$ cat src/rtl/bmu_pkg.sv
// ---------------------------------------------------------------------------
// bmu_pkg
// Shared types for the BMU request-side issuer:
//   rtl_alu_pkt_t  - 42-bit one-hot ALU control packet (clz is the MSB,
//                    csr_imm is the LSB)
//   bmu_op_e       - 6-bit compact opcode understood by the issuer
//   bmu_cmd_t      - one queued command {op, a, b, csr_data}
//   issuer_state_e - issuer FSM states
//   bmu_decode()   - opcode -> rtl_alu_pkt_t
//   bmu_op_legal() - opcode range check (0..BMU_OP_LAST)
// ---------------------------------------------------------------------------
package bmu_pkg;

   typedef struct packed {
      logic clz;
      logic ctz;
      logic cpop;
      logic sext_b;
      logic sext_h;
      logic min;
      logic max;
      logic pack;
      logic packu;
      logic packh;
      logic rol;
      logic ror;
      logic grev;
      logic gorc;
      logic zbb;
      logic bset;
      logic bclr;
      logic binv;
      logic bext;
      logic sh1add;
      logic sh2add;
      logic sh3add;
      logic zba;
      logic land;
      logic lor;
      logic lxor;
      logic sll;
      logic srl;
      logic sra;
      logic beq;
      logic bne;
      logic blt;
      logic bge;
      logic add;
      logic sub;
      logic slt;
      logic unsign;
      logic jal;
      logic predict_t;
      logic predict_nt;
      logic csr_write;
      logic csr_imm;
   } rtl_alu_pkt_t;

   typedef enum logic [5:0] {
      OP_ADD    = 6'd0,  OP_SUB,    OP_SLT,    OP_SLTU,
      OP_AND    = 6'd4,  OP_OR,     OP_XOR,
      OP_SLL    = 6'd7,  OP_SRL,    OP_SRA,    OP_ROL,    OP_ROR,
      OP_CLZ    = 6'd12, OP_CTZ,    OP_CPOP,   OP_SEXTB,  OP_SEXTH,
      OP_MIN    = 6'd17, OP_MAX,    OP_MINU,   OP_MAXU,
      OP_PACK   = 6'd21, OP_PACKU,  OP_PACKH,
      OP_SH1ADD = 6'd24, OP_SH2ADD, OP_SH3ADD,
      OP_BSET   = 6'd27, OP_BCLR,   OP_BINV,   OP_BEXT,
      OP_GREV   = 6'd31, OP_GORC,
      OP_CSRW   = 6'd33, OP_CSRWI
   } bmu_op_e;

   localparam int unsigned BMU_OP_LAST = 34;

   typedef struct packed {
      logic [5:0]  op;
      logic [31:0] a;
      logic [31:0] b;
      logic [31:0] csr_data;
   } bmu_cmd_t;

   typedef enum logic [1:0] {
      ST_IDLE,
      ST_ISSUE,
      ST_WAIT,
      ST_RESP
   } issuer_state_e;

   function automatic logic bmu_op_legal(logic [5:0] op);
      return op <= 6'(BMU_OP_LAST);
   endfunction

   // One function-select bit per opcode, plus the unsign / zba / csr_imm
   // qualifiers where the operation needs them.
   function automatic rtl_alu_pkt_t bmu_decode(bmu_op_e op);
      rtl_alu_pkt_t p;
      p = '0;
      case (op)
         OP_ADD:    p.add    = 1'b1;
         OP_SUB:    p.sub    = 1'b1;
         OP_SLT:    p.slt    = 1'b1;
         OP_SLTU:   begin p.slt = 1'b1; p.unsign = 1'b1; end
         OP_AND:    p.land   = 1'b1;
         OP_OR:     p.lor    = 1'b1;
         OP_XOR:    p.lxor   = 1'b1;
         OP_SLL:    p.sll    = 1'b1;
         OP_SRL:    p.srl    = 1'b1;
         OP_SRA:    p.sra    = 1'b1;
         OP_ROL:    p.rol    = 1'b1;
         OP_ROR:    p.ror    = 1'b1;
         OP_CLZ:    p.clz    = 1'b1;
         OP_CTZ:    p.ctz    = 1'b1;
         OP_CPOP:   p.cpop   = 1'b1;
         OP_SEXTB:  p.sext_b = 1'b1;
         OP_SEXTH:  p.sext_h = 1'b1;
         OP_MIN:    p.min    = 1'b1;
         OP_MAX:    p.max    = 1'b1;
         OP_MINU:   begin p.min = 1'b1; p.unsign = 1'b1; end
         OP_MAXU:   begin p.max = 1'b1; p.unsign = 1'b1; end
         OP_PACK:   p.pack   = 1'b1;
         OP_PACKU:  p.packu  = 1'b1;
         OP_PACKH:  p.packh  = 1'b1;
         OP_SH1ADD: begin p.sh1add = 1'b1; p.zba = 1'b1; end
         OP_SH2ADD: begin p.sh2add = 1'b1; p.zba = 1'b1; end
         OP_SH3ADD: begin p.sh3add = 1'b1; p.zba = 1'b1; end
         OP_BSET:   p.bset   = 1'b1;
         OP_BCLR:   p.bclr   = 1'b1;
         OP_BINV:   p.binv   = 1'b1;
         OP_BEXT:   p.bext   = 1'b1;
         OP_GREV:   p.grev   = 1'b1;
         OP_GORC:   p.gorc   = 1'b1;
         OP_CSRW:   p.csr_write = 1'b1;
         OP_CSRWI:  begin p.csr_write = 1'b1; p.csr_imm = 1'b1; end
         default:   p = '0;
      endcase
      return p;
   endfunction

endpackage

$ cat src/rtl/bmu_cmd_fifo.sv
// ---------------------------------------------------------------------------
// bmu_cmd_fifo
// Synchronous FIFO holding queued issuer commands. Full/empty come from the
// registered occupancy only, so a full FIFO refuses a push even when a pop
// happens in the same cycle.
// Ports:
//   clk, rst         clock, asynchronous active-high reset
//   push, push_data  write request (ignored when full)
//   pop,  pop_data   read request (ignored when empty), head of queue
//   full, empty      occupancy flags
// Parameters: DEPTH (power of 2, >= 2), WIDTH (entry width)
// ---------------------------------------------------------------------------
module bmu_cmd_fifo #(
   parameter int DEPTH = 4,
   parameter int WIDTH = 102
) (
   input  logic             clk,
   input  logic             rst,
   input  logic             push,
   input  logic [WIDTH-1:0] push_data,
   input  logic             pop,
   output logic [WIDTH-1:0] pop_data,
   output logic             full,
   output logic             empty
);

   localparam int AW = $clog2(DEPTH);

   logic [WIDTH-1:0] mem [DEPTH];
   logic [AW-1:0]    wr_ptr_q;
   logic [AW-1:0]    rd_ptr_q;
   logic [AW:0]      count_q;
   logic             do_push;
   logic             do_pop;

   assign full     = (count_q == (AW+1)'(DEPTH));
   assign empty    = (count_q == '0);
   assign do_push  = push && !full;
   assign do_pop   = pop && !empty;
   assign pop_data = mem[rd_ptr_q];

   // NOTE: the storage array has no reset; the pointers and count define
   // which entries are valid, and leaving the array unreset keeps it plain RAM.
   always_ff @(posedge clk) begin
      if (do_push) begin
         mem[wr_ptr_q] <= push_data;
      end
   end

   // NOTE: state registers use non-blocking assignments so every flop
   // samples pre-edge values regardless of process ordering.
   always_ff @(posedge clk or posedge rst) begin
      if (rst) begin
         wr_ptr_q <= '0;
         rd_ptr_q <= '0;
         count_q  <= '0;
      end else begin
         if (do_push) wr_ptr_q <= wr_ptr_q + 1'b1;
         if (do_pop)  rd_ptr_q <= rd_ptr_q + 1'b1;
         case ({do_push, do_pop})
            2'b10:   count_q <= count_q + 1'b1;
            2'b01:   count_q <= count_q - 1'b1;
            default: count_q <= count_q;
         endcase
      end
   end

endmodule

$ cat src/rtl/bmu_op_issuer.sv
// ---------------------------------------------------------------------------
// bmu_op_issuer
// Request-side initiator for the BMU datapath. Queues compact opcode
// commands, decodes each into an rtl_alu_pkt_t, issues one op at a time,
// waits BMU_LATENCY cycles, and returns result/error on a response port.
// Ports:
//   clk, rst                        clock, asynchronous active-high reset
//   cmdValid/cmdReady, cmdOp, cmdA, cmdB, cmdCsrData   command port
//   bmuValidIn, bmuAp, bmuCsrRenIn, bmuCsrRdataIn,
//   bmuAIn, bmuBIn, bmuScanMode                        BMU request side
//   bmuResultFf, bmuError                              BMU result side
//   rspValid/rspReady, rspResult, rspError, rspOp      response port
//   busy                            FSM active or commands queued
//   issueCount, errCount            statistics
// Parameters: DEPTH (FIFO entries), BMU_LATENCY (issue-to-result cycles)
// Optional: define BMU_ISSUER_STATS_EN to build the saturating 16-bit
// issue/error counters; otherwise both stats ports are constant 0.
// ---------------------------------------------------------------------------
module bmu_op_issuer
   import bmu_pkg::*;
#(
   parameter int DEPTH       = 4,
   parameter int BMU_LATENCY = 1
) (
   input  logic        clk,
   input  logic        rst,
   input  logic        cmdValid,
   output logic        cmdReady,
   input  logic [5:0]  cmdOp,
   input  logic [31:0] cmdA,
   input  logic [31:0] cmdB,
   input  logic [31:0] cmdCsrData,
   output logic        bmuValidIn,
   output logic [41:0] bmuAp,
   output logic        bmuCsrRenIn,
   output logic [31:0] bmuCsrRdataIn,
   output logic [31:0] bmuAIn,
   output logic [31:0] bmuBIn,
   output logic        bmuScanMode,
   input  logic [31:0] bmuResultFf,
   input  logic        bmuError,
   output logic        rspValid,
   input  logic        rspReady,
   output logic [31:0] rspResult,
   output logic        rspError,
   output logic [5:0]  rspOp,
   output logic        busy,
   output logic [15:0] issueCount,
   output logic [15:0] errCount
);

   localparam int WCW = (BMU_LATENCY > 1) ? $clog2(BMU_LATENCY) : 1;

   issuer_state_e  state_q, state_d;
   bmu_cmd_t       head;
   bmu_cmd_t       op_q;
   logic           fifo_full;
   logic           fifo_empty;
   logic           fifo_pop;
   logic           head_legal;
   logic           wait_done;
   logic [WCW-1:0] wait_cnt_q;
   logic [31:0]    rsp_result_q;
   logic           rsp_error_q;
   logic [5:0]     rsp_op_q;

   bmu_cmd_fifo #(
      .DEPTH (DEPTH),
      .WIDTH ($bits(bmu_cmd_t))
   ) u_cmd_fifo (
      .clk       (clk),
      .rst       (rst),
      .push      (cmdValid),
      .push_data ({cmdOp, cmdA, cmdB, cmdCsrData}),
      .pop       (fifo_pop),
      .pop_data  (head),
      .full      (fifo_full),
      .empty     (fifo_empty)
   );

   assign cmdReady    = !fifo_full;
   assign fifo_pop    = (state_q == ST_IDLE) && !fifo_empty;
   assign head_legal  = bmu_op_legal(head.op);
   assign wait_done   = (wait_cnt_q == '0);
   assign busy        = (state_q != ST_IDLE) || !fifo_empty;
   assign bmuScanMode = 1'b0;
   assign rspResult   = rsp_result_q;
   assign rspError    = rsp_error_q;
   assign rspOp       = rsp_op_q;

   // ---------------- FSM: state register ----------------
   always_ff @(posedge clk or posedge rst) begin
      if (rst) state_q <= ST_IDLE;
      else     state_q <= state_d;
   end

   // ---------------- FSM: next state ----------------
   // NOTE: every combinational output gets a default before the case so no
   // path leaves it unassigned and no latch is inferred.
   always_comb begin
      state_d = state_q;
      unique case (state_q)
         ST_IDLE: begin
            if (!fifo_empty) state_d = head_legal ? ST_ISSUE : ST_RESP;
         end
         ST_ISSUE: state_d = ST_WAIT;
         ST_WAIT:  if (wait_done) state_d = ST_RESP;
         ST_RESP:  if (rspReady)  state_d = ST_IDLE;
         default:  state_d = ST_IDLE;
      endcase
   end

   // ---------------- FSM: outputs ----------------
   // Operands are visible to the BMU only while the op is in flight.
   always_comb begin
      bmuValidIn    = 1'b0;
      bmuAp         = '0;
      bmuCsrRenIn   = 1'b0;
      bmuCsrRdataIn = '0;
      bmuAIn        = '0;
      bmuBIn        = '0;
      rspValid      = 1'b0;
      unique case (state_q)
         ST_ISSUE: begin
            bmuValidIn    = 1'b1;
            bmuAp         = bmu_decode(bmu_op_e'(op_q.op));
            bmuCsrRenIn   = (op_q.op == OP_CSRW) || (op_q.op == OP_CSRWI);
            bmuCsrRdataIn = op_q.csr_data;
            bmuAIn        = op_q.a;
            bmuBIn        = op_q.b;
         end
         ST_WAIT: begin
            bmuCsrRdataIn = op_q.csr_data;
            bmuAIn        = op_q.a;
            bmuBIn        = op_q.b;
         end
         ST_RESP: rspValid = 1'b1;
         default: ;
      endcase
   end

   // ---------------- op register, latency counter, response capture ----------------
   always_ff @(posedge clk or posedge rst) begin
      if (rst) begin
         op_q         <= '0;
         wait_cnt_q   <= '0;
         rsp_result_q <= '0;
         rsp_error_q  <= 1'b0;
         rsp_op_q     <= '0;
      end else begin
         if (fifo_pop) op_q <= head;

         // Loaded during ISSUE so WAIT lasts exactly BMU_LATENCY cycles.
         if (state_q == ST_ISSUE) begin
            wait_cnt_q <= WCW'(BMU_LATENCY - 1);
         end else if ((state_q == ST_WAIT) && !wait_done) begin
            wait_cnt_q <= wait_cnt_q - 1'b1;
         end

         // Illegal opcodes bypass the BMU and answer with a decode error.
         if (fifo_pop && !head_legal) begin
            rsp_result_q <= '0;
            rsp_error_q  <= 1'b1;
            rsp_op_q     <= head.op;
         end else if ((state_q == ST_WAIT) && wait_done) begin
            rsp_result_q <= bmuResultFf;
            rsp_error_q  <= bmuError;
            rsp_op_q     <= op_q.op;
         end
      end
   end

   // ---------------- statistics ----------------
`ifdef BMU_ISSUER_STATS_EN
   logic [15:0] issue_cnt_q;
   logic [15:0] err_cnt_q;
   logic        err_entry;

   // A response with an error is entered either directly from IDLE
   // (decode error) or from the last WAIT cycle (BMU error).
   assign err_entry = (fifo_pop && !head_legal) ||
                      ((state_q == ST_WAIT) && wait_done && bmuError);

   always_ff @(posedge clk or posedge rst) begin
      if (rst) begin
         issue_cnt_q <= '0;
         err_cnt_q   <= '0;
      end else begin
         if ((state_q == ST_ISSUE) && (issue_cnt_q != 16'hFFFF)) begin
            issue_cnt_q <= issue_cnt_q + 16'd1;
         end
         if (err_entry && (err_cnt_q != 16'hFFFF)) begin
            err_cnt_q <= err_cnt_q + 16'd1;
         end
      end
   end

   assign issueCount = issue_cnt_q;
   assign errCount   = err_cnt_q;
`else
   assign issueCount = '0;
   assign errCount   = '0;
`endif

endmodule

$ cat config.mk
export PLATFORM = sky130hd
export DESIGN_NAME = bmu_op_issuer
export DESIGN_NICKNAME = d
export VERILOG_FILES = /design/src/rtl/bmu_pkg.sv /design/src/rtl/bmu_cmd_fifo.sv /design/src/rtl/bmu_op_issuer.sv
export SDC_FILE = /design/constraint.sdc
export NUM_CORES = 1
export LEC_CHECK = 0
export CORE_ASPECT_RATIO = 0.9
export CORE_MARGIN = 2
export CORE_UTILIZATION = 48
export DETAILED_ROUTE_END_ITERATION = 8
export PLACE_DENSITY = 0.74
export SYNTH_ARGS = -nofsm -noshare
export SYNTH_HDL_FRONTEND = slang
export SYNTH_SLANG_ARGS = --single-unit
$ cat constraint.sdc
create_clock -name clk -period 5.1 [get_ports clk]
set_clock_uncertainty 0.05 [all_clocks]
set_input_delay 1.02 -clock clk [delete_from_list [all_inputs] [get_ports clk]]
set_output_delay 1.02 -clock clk [all_outputs]
set_load 0.01 [all_outputs]
==> impl_summary.txt, run 1 <==
----------------------------------------------------
[Worst setup path]
  Startpoint class of the critical path ... flop
  Launch point of the worst reg-to-reg path ... state_q[0]
  Total stage count of the critical path ... 4
  Depth of the most critical reg-to-reg path ... 10
  CP required ... 4.03 ns
  Critical path cell sequence ... inv_1 > ha_4 > and2_1 > clkdlybuf4s50_1
  Max FO, Critical Path ... 97
  R2R Setup Slk ... 2.03 ns
  Cell type group with the largest total delay on the critical path ... adder cells
  Number of buffer and inverter stages on the critical path ... 2
  Slowest Stage Delay on Critical Path ... between 0.8 and 0.9 ns
  Capturing point of the worst reg2reg path ... u_cmd_fifo.count_q[2]
  Slowest stage cell, crit path ... sky130_fd_sc_hd__ha_4
  Worst endpoint data arrival time ... 2.92 ns
  Category of the most critical setup path ... reg -> out
  Critical path capture point type ... primary output

[Placement]
  Placed Area ... 25580 µm²
  Setup Slack @ Placement ... about 1.7 ns
  Number of input and output port buffers inserted ... 312
  Detailed placer's ending HPWL ... 28690 µm
  Final weighted congestion in routability-driven placement ... 0.9042

[STA]
  Min setup slack post-route ... roughly 1.1 ns
  Count of endpoints failing setup in the final report ... 0
  Number of max-slew violations in the final report ... 0
  Worst relative slew slack ... approximately a third
  Final sum of negative setup slack ... 0 ns
  Hold WS ... 0.4132 ns
  Final worst-path cycle share ... 78.21%
  Slew at the pin closest to its max-slew limit ... 1.001 ns
  Maximum operating frequency ... 250.7 MHz
  Hold Vio Cnt, Final ... 0
  Min Clock Period, post-route ... 3.989 ns
  Unrepaired setup endpoints after global routing ... false

[Die]
  Placeable core area ... approximately 45000 µm²
  # rows ... between 70 and 80
  I/O pin total ... approximately 350
  Initial Util ... 48.51%
  Floorplan die height ... 206.9 µm
  Die Wd ... 229.5 µm
  Total Die Area ... 47490 µm²

[Detailed routing]
  Mean number of vias per cell ... 5.187
  First-pass detailed-route iteration total ... 5
  DRC violation count after routing ... 0
  Starting DRC count in detailed routing ... 832
  Total detailed-routing wirelength ... 49050 µm
  Residual antenna-violating net count after detailed routing ... 0
  Vias post-DR ... about 12k
  Detail-routed net length per standard cell ... roughly 21 µm

[Global route]
  First-pass GRT wire length ... 73770 µm
  Aggregate global-route resource usage ... between 20% and 30%
  Number of antenna violations at the first check in global routing ... 14
  Total gr overflow ... 0
  Number of global-route vias before repair ... between 10k and 15k
  Pin count of the biggest net entering global routing ... 152

[Logic synthesis]
  Simple-Gate Fraction of Synth Area ... 10.93%
  Largest area contributor in the synthesized netlist ... sky130_fd_sc_hd__edfxtp_1
  Mean instance size in the synthesized netlist ... 15.57 µm²
  Synthesized instance count ... 1411
  Share of async-settable or async-resettable flops after synthesis ... 27.01%
  Synthesized-area fraction occupied by ao, oa, aoi and oai cells ... 1.384%
  Total of warnings raised by yosys ... 0
  Synthesized area ... ~22000 µm²
  Top_reg_cell synth ... sky130_fd_sc_hd__edfxtp_1
  Sequential cell area fraction in the yosys report ... about 73%
  EDFF count, synth ... ~410
  Parity-gate share of the synthesized area counting xor and xnor cells ... less than 1%
  Arithmetic-cell share of the synthesized area counting full adders, half adders and majority gates ... 0.6608%
  Distinct cells, synth ... 40
  Multiplexer share of the synthesized area ... 10.65%
  Main combinational cell family by area after synthesis ... simple AND/OR/NAND/NOR gates
  Dominant cells by area after synthesis ... sky130_fd_sc_hd__edfxtp_1 56%, sky130_fd_sc_hd__dfrtp_1 17%, sky130_fd_sc_hd__mux4_2 10%, sky130_fd_sc_hd__nand2_1 6.6%, sky130_fd_sc_hd__and2_1 2.8%
  Top-area cell type share of the netlist area ... 55.78%
  FF+latch count, synth ... about 560

[Clock tree]
  Clock sinks ... 559
  Worst-path clk slew ... 0.06 ns
  Clock tree from TritonCTS ... built
  CTS H-Tree Depth ... 2
  Clock Latency Late Sink ... about 0.6 ns
  CTS hold repair buffers ... 0
  Number of clock buffers inserted by TritonCTS ... 54
  Root Driver ... sky130_fd_sc_hd__clkbuf_16
  Post-CTS setup buffer count ... 0
  Max Buffers Root-to-Sink ... 3
  Cts repair resizes ... 0

[Worst hold path]
  Number of cells on the worst hold path ... 2
  Sink of the worst hold path ... op_q[39]
  Min-Delay Path Class ... reg -> reg
  Worst Hold Launch ... op_q[39]

[Flow run]
  # Max-Cap Violations ... 0

[Status]
  Result of the run ... finished, final reports clean

[Power and ir drop]
  Reported net switching power ... between 5 and 6 mW
  Clock power frac ... between 20 and 25%
  Power per standard cell area ... 613.1 nW/µm²
  Share of total power in combinational logic ... 35.2%
  Design internal power ... 11.41 mW
  Share of total power consumed by net switching ... 32.09%
  Maximum VDD drop ... 0.4198 mV
  Flop pwr share ... around two fifths
  Total power after layout ... about 17 mW
  Leakage dissipation ... 10.19 nW

[Finish]
  Fraction of layout instances using a drive strength above 1 ... 12.44%
  Post-route design area ... 27410 µm²
  Number of nets at the end of the flow ... 1864
  Syn-to-layout area delta ... 24.81%

----------------------------------------------------
## power groups by stage
| stage | registers, mW | logic, mW | clock network, mW |
|---|---|---|---|
| global placement | 6.89 | 5.91 | 0 |
| detailed placement | 6.94 | 6.02 | 0 |
| finish | 6.85 | 5.91 | 4.05 |
| global route | 6.96 | 6.49 | 4.32 |
| CTS | 6.86 | 6.05 | 4.15 |
| floorplan | 6.72 | 3.72 | 0 |
## routing by layer
metal | track usage [%] | part of all wire, %
met1 | 25.56 | 40
met2 | 36.21 | 51
met3 | 5.041 | 6.8
met4 | 6.354 | 2.2
met5 | 0 | 0.22
## cell families after synthesis
logic type,after synthesis
compound gates,47
xor+xnor,7
fa+ha+maj,11
buf+inv,129
flops,559
mux,106
other cells,1
simple gates,551
## area by class of cell
class	instances	area, µm²
Multi-Input combinational cell	763	5445
Antenna cell	4	10.01
Inverter	13	55.05
Sequential cell	559	16040
Timing Repair Buffer	323	3281
Clock buffer	76	1515
Clock inverter	26	307.8
Fill cell	3347	17860
Tap cell	608	760.7
## sequential cells by signal (all words and copies together), names as in the netlist
register             cells
state_q                  2
u_cmd_fifo.count_q       3
u_cmd_fifo.wr_ptr_q      2
op_q                   102
rspError                 1
u_cmd_fifo.mem         408
rspOp                    6
rspResult               32
u_cmd_fifo.rd_ptr_q      2
wait_cnt_q               1
## cell usage in the layout (no fill, tap or decap), types with 6 or more instances in the layout
cell                              instances
sky130_fd_sc_hd__a21oi_1                 25
sky130_fd_sc_hd__nand3b_1                 6
sky130_fd_sc_hd__conb_1                  41
sky130_fd_sc_hd__clkdlybuf4s50_1        312
sky130_fd_sc_hd__clkinv_2                 8
sky130_fd_sc_hd__a21oi_2                 10
sky130_fd_sc_hd__inv_1                   11
sky130_fd_sc_hd__ha_1                     9
sky130_fd_sc_hd__nand2_1                384
sky130_fd_sc_hd__nor2_1                  38
sky130_fd_sc_hd__edfxtp_1               408
sky130_fd_sc_hd__clkbuf_8                 6
sky130_fd_sc_hd__clkbuf_1                15
sky130_fd_sc_hd__and2_1                  98
sky130_fd_sc_hd__dfrtp_1                149
sky130_fd_sc_hd__bufinv_16                6
sky130_fd_sc_hd__buf_12                   6
sky130_fd_sc_hd__clkbuf_16               55
sky130_fd_sc_hd__mux4_2                 102
## through the flow
step,utilization [%],std cells
after floorplan,-,1451
after global placement,56.50,2266
after detailed placement,56.50,2266
after CTS,60.52,2368
after global routing,60.52,2368
final,60.55,2372
## worst register-to-register path, cell delays in order (launching register included)
cell	delay, ns
sky130_fd_sc_hd__dfrtp_1	0.41
sky130_fd_sc_hd__inv_1	0.15
sky130_fd_sc_hd__ha_4	0.19
sky130_fd_sc_hd__nand2b_4	0.31
sky130_fd_sc_hd__inv_4	0.70
sky130_fd_sc_hd__ha_1	0.30
sky130_fd_sc_hd__inv_1	0.07
sky130_fd_sc_hd__fa_1	0.38
sky130_fd_sc_hd__xor2_1	0.15
sky130_fd_sc_hd__nor2_1	0.11
sky130_fd_sc_hd__xor2_1	0.16
## cell usage after synthesis (4+ instances only)
cell / n
sky130_fd_sc_hd__edfxtp_1: 408
sky130_fd_sc_hd__nand2_1: 384
sky130_fd_sc_hd__dfrtp_1: 151
sky130_fd_sc_hd__mux4_2: 102
sky130_fd_sc_hd__and2_1: 98
sky130_fd_sc_hd__clkbuf_1: 53
sky130_fd_sc_hd__buf_4: 42
sky130_fd_sc_hd__nor2_1: 38
sky130_fd_sc_hd__a21oi_1: 25
sky130_fd_sc_hd__buf_2: 13
sky130_fd_sc_hd__inv_1: 12
sky130_fd_sc_hd__a21oi_2: 10
sky130_fd_sc_hd__ha_1: 10
sky130_fd_sc_hd__nand3b_1: 6
sky130_fd_sc_hd__and3_1: 5
sky130_fd_sc_hd__buf_1: 5
sky130_fd_sc_hd__nand2b_1: 5
sky130_fd_sc_hd__o21ai_0: 5
sky130_fd_sc_hd__xnor2_1: 4
## worst max-delay path by stage
| stage | from | end | slack, ns |
|---|---|---|---|
| finish | state_q[1] | bmuCsrRdataIn[26] | 1.11 |
| global route | state_q[0] | bmuCsrRdataIn[26] | 0.92 |
| CTS | state_q[0] | bmuCsrRdataIn[26] | 1.00 |
| detailed placement | state_q[0] | bmuCsrRdataIn[26] | 1.65 |
| global placement | state_q[1] | bmuCsrRdataIn[26] | 1.76 |
| floorplan | cmdValid | u_cmd_fifo.mem[0][0] | 1.15 |
Power figures use the tool's default switching activity.
==> inputs of run 2 (changes only) <==
clock period = 3.5 ns   (was 5.1 ns; I/O delays follow)
==> run 2 against run 1 <==
Net effect:
- die area stayed put
- worst hold slack gained 0.0013 ns
- critical endpoint is now bmuBIn[17]
- utilization grew 0.62 points
- critical path type unchanged
- via count grew 0.49%
- cell area up 1.0%
- sequential power up 46%
- global-route usage up 0.47 points
- total power increased by 49%
- highest routed layer unchanged
==> impl_summary.txt, run 2 (synthesis gave the netlist of run 1 again) <==
----------------------------------------------------
[Status]
  Result of the run ... finished, final reports clean

[Worst setup path]
  R2R Setup Slk ... 0.98 ns
  Worst endpoint data arrival time ... 2.60 ns
  Max FO, Critical Path ... 55
  Launch point of the worst reg-to-reg path ... state_q[0]
  Capturing point of the worst reg2reg path ... u_cmd_fifo.count_q[2]
  Category of the most critical setup path ... reg -> out
  Startpoint class of the critical path ... flop
  Depth of the most critical reg-to-reg path ... 10
  CP required ... 2.75 ns
  Critical path capture point type ... primary output

[Placement]
  Placed Area ... 25740 µm²
  Detailed placer's ending HPWL ... 31150 µm
  Number of input and output port buffers inserted ... between 300 and 400
  Final weighted congestion in routability-driven placement ... 0.8912

[Finish]
  Flip-flop count of the largest register, all copies and words added ... ~400
  Commonest cells after routing, fill and taps aside ... 408 x sky130_fd_sc_hd__edfxtp_1, 384 x sky130_fd_sc_hd__nand2_1, 312 x sky130_fd_sc_hd__clkdlybuf4s50_1
  Post-route design area ... 27690 µm²
  Flip-flop and latch area ... around 16000 µm²
  Fill cell total of the finished layout ... about 3.3k
  Area of combinational cells with multiple inputs ... between 5000 and 6000 µm²
  Syn-to-layout area delta ... 26.09%
  Register ranked first by flip-flop count ... u_cmd_fifo.mem
  Fraction of layout instances using a drive strength above 1 ... 13.66%
  Number of nets at the end of the flow ... 1878
  Commonest non-fill, non-tap cell in the layout ... sky130_fd_sc_hd__edfxtp_1

[STA]
  Maximum operating frequency ... between 200 and 300 MHz
  Final sum of negative setup slack ... 0 ns
  Count of endpoints failing setup in the final report ... 0
  Final worst-path cycle share ... about 96%
  Min Clock Period, post-route ... 3.350 ns
  Number of max-slew violations in the final report ... 0
  Slew at the pin closest to its max-slew limit ... 0.8199 ns
  Worst relative slew slack ... a little under half
  Unrepaired setup endpoints after global routing ... false
  Hold Vio Cnt, Final ... 0

[Power and ir drop]
  Clock power frac ... 24.5%
  Share of total power consumed by net switching ... about a third
  Flop pwr share ... between 30 and 40%
  Reported net switching power ... about 8 mW
  Maximum VDD drop ... 0.7658 mV
  Leakage dissipation ... 10.32 nW
  Share of total power in combinational logic ... 35.7%
  Power per standard cell area ... between 900 and 1000 nW/µm²
  Design internal power ... 17.03 mW

[Clock tree]
  Worst-path clk slew ... 0.06 ns
  Number of clock buffers inserted by TritonCTS ... 54
  Root Driver ... sky130_fd_sc_hd__clkbuf_16
  Max Buffers Root-to-Sink ... 3
  CTS H-Tree Depth ... 2
  Clock sinks ... 559
  Clock tree from TritonCTS ... built
  Clock Latency Late Sink ... about 0.60 ns

[Die]
  Initial Util ... 48.51%
  Total Die Area ... between 40000 and 50000 µm²
  Floorplan die height ... just over 200 µm
  # rows ... 74
  Placeable core area ... 45280 µm²
  I/O pin total ... 354
  Die Wd ... 229.5 µm

[Global route]
  Pin count of the biggest net entering global routing ... between 80 and 90
  Aggregate global-route resource usage ... 21.11%
  Number of global-route vias before repair ... 12.66k
  First-pass GRT wire length ... 75480 µm
  Number of antenna violations at the first check in global routing ... 8
  Total gr overflow ... 0

[Detailed routing]
  Detail-routed net length per standard cell ... 21.22 µm
  Vias post-DR ... ~12k
  Residual antenna-violating net count after detailed routing ... 0
  DRC violation count after routing ... 0
  Total detailed-routing wirelength ... 50550 µm
  Mean number of vias per cell ... 5.191
  First-pass detailed-route iteration total ... 5
  Starting DRC count in detailed routing ... 840

[Worst hold path]
  Sink of the worst hold path ... op_q[58]
  Min-Delay Path Class ... reg -> reg
  Worst Hold Launch ... op_q[58]
  Number of cells on the worst hold path ... 2

[Flow run]
  # Max-Cap Violations ... 0

----------------------------------------------------
-- run 2: changes by cell type in the layout (fill, tap and decap cells not counted), sizes merged --
cell | before | now
buf | 11 | 25
clkbuf | 76 | 66
bufinv | 6 | 10
clkinv | 15 | 18
diode | 4 | 2
inv | 14 | 15
-- run 2: routing by layer --
layer,up-vias,wire length (µm),track usage (%)
met5,-,100,0
met4,14,1082,6.215
met3,79,3241,4.753
met2,405,26060,37.70
met1,6258,20070,25.94
li1,5608,-,-
-- run 2: power groups by stage --
stage	sequential [mW]	combinational [mW]	clock, mW
after floorplan	9.72	5.43	0
after global placement	10.0	8.80	0
after detailed placement	10.1	8.96	0
after CTS	9.99	9.03	6.30
after global routing	10.1	9.74	6.52
final	9.97	8.94	6.15
-- run 2: worst max-delay path by stage --
| stage | from | endpoint | slack (ns) | cells after the start |
|---|---|---|---|---|
| detailed placement | state_q[1] | bmuAp[19] | 0.56 | 7 |
| CTS | state_q[1] | bmuAp[38] | 0.02 | 7 |
| global route | state_q[0] | bmuAIn[15] | 0.04 | 5 |
| floorplan | rst | op_q[0] | 0.85 | 1 |
| finish | state_q[0] | bmuBIn[17] | 0.15 | 5 |
| global placement | state_q[1] | bmuAp[29] | 0.59 | 7 |
-- run 2: per-stage QoR --
stage               setup slack, ns  cells  util [%]  hold WS [ns]  power (mW)
finish                       0.1505   2382     61.17        0.4145       25.06
global route                0.04067   2380     61.16        0.4373       26.39
CTS                         0.02359   2379     61.10        0.4199       25.33
detailed placement           0.5603   2278     56.86        0.4036       19.05
global placement             0.5921   2278     56.86        0.4013       18.81
floorplan                    0.8470   1451         -        0.3874       15.15
-- run 2: final cells by class --
cell class              instances  area share [%]
diodes                          2         0.01807
clock buffers                  66           5.263
clock inverters                34           1.622
inverters                      13          0.1988
multi-input cells             763           19.72
flip-flops and latches        559           57.91
well taps                     608           2.747
repair buffers                337           12.52
-- run 2: timing repair --
| action | in CTS | in global routing |
|---|---|---|
| hold buffers | 0 | 0 |
| resized for setup | 1 | 4 |
| setup buffers | 1 | 1 |
| endpoints found under the setup margin | 5 | 76 |
| endpoints found under the hold margin | 0 | 0 |
-- run 2: worst max-delay path, stage by stage (launching register included) --
cell	delay (ns)
sky130_fd_sc_hd__dfrtp_1	0.40
sky130_fd_sc_hd__inv_1	0.12
sky130_fd_sc_hd__ha_4	0.48
sky130_fd_sc_hd__buf_12	0.24
sky130_fd_sc_hd__and2_1	0.16
sky130_fd_sc_hd__clkdlybuf4s50_1	0.53
==> inputs of run 3 (changes only) <==
TNS_END_PERCENT = 100   (was default)
==> results of run 3 <==
Final layout, timing and power as in run 2 (identical DEF).
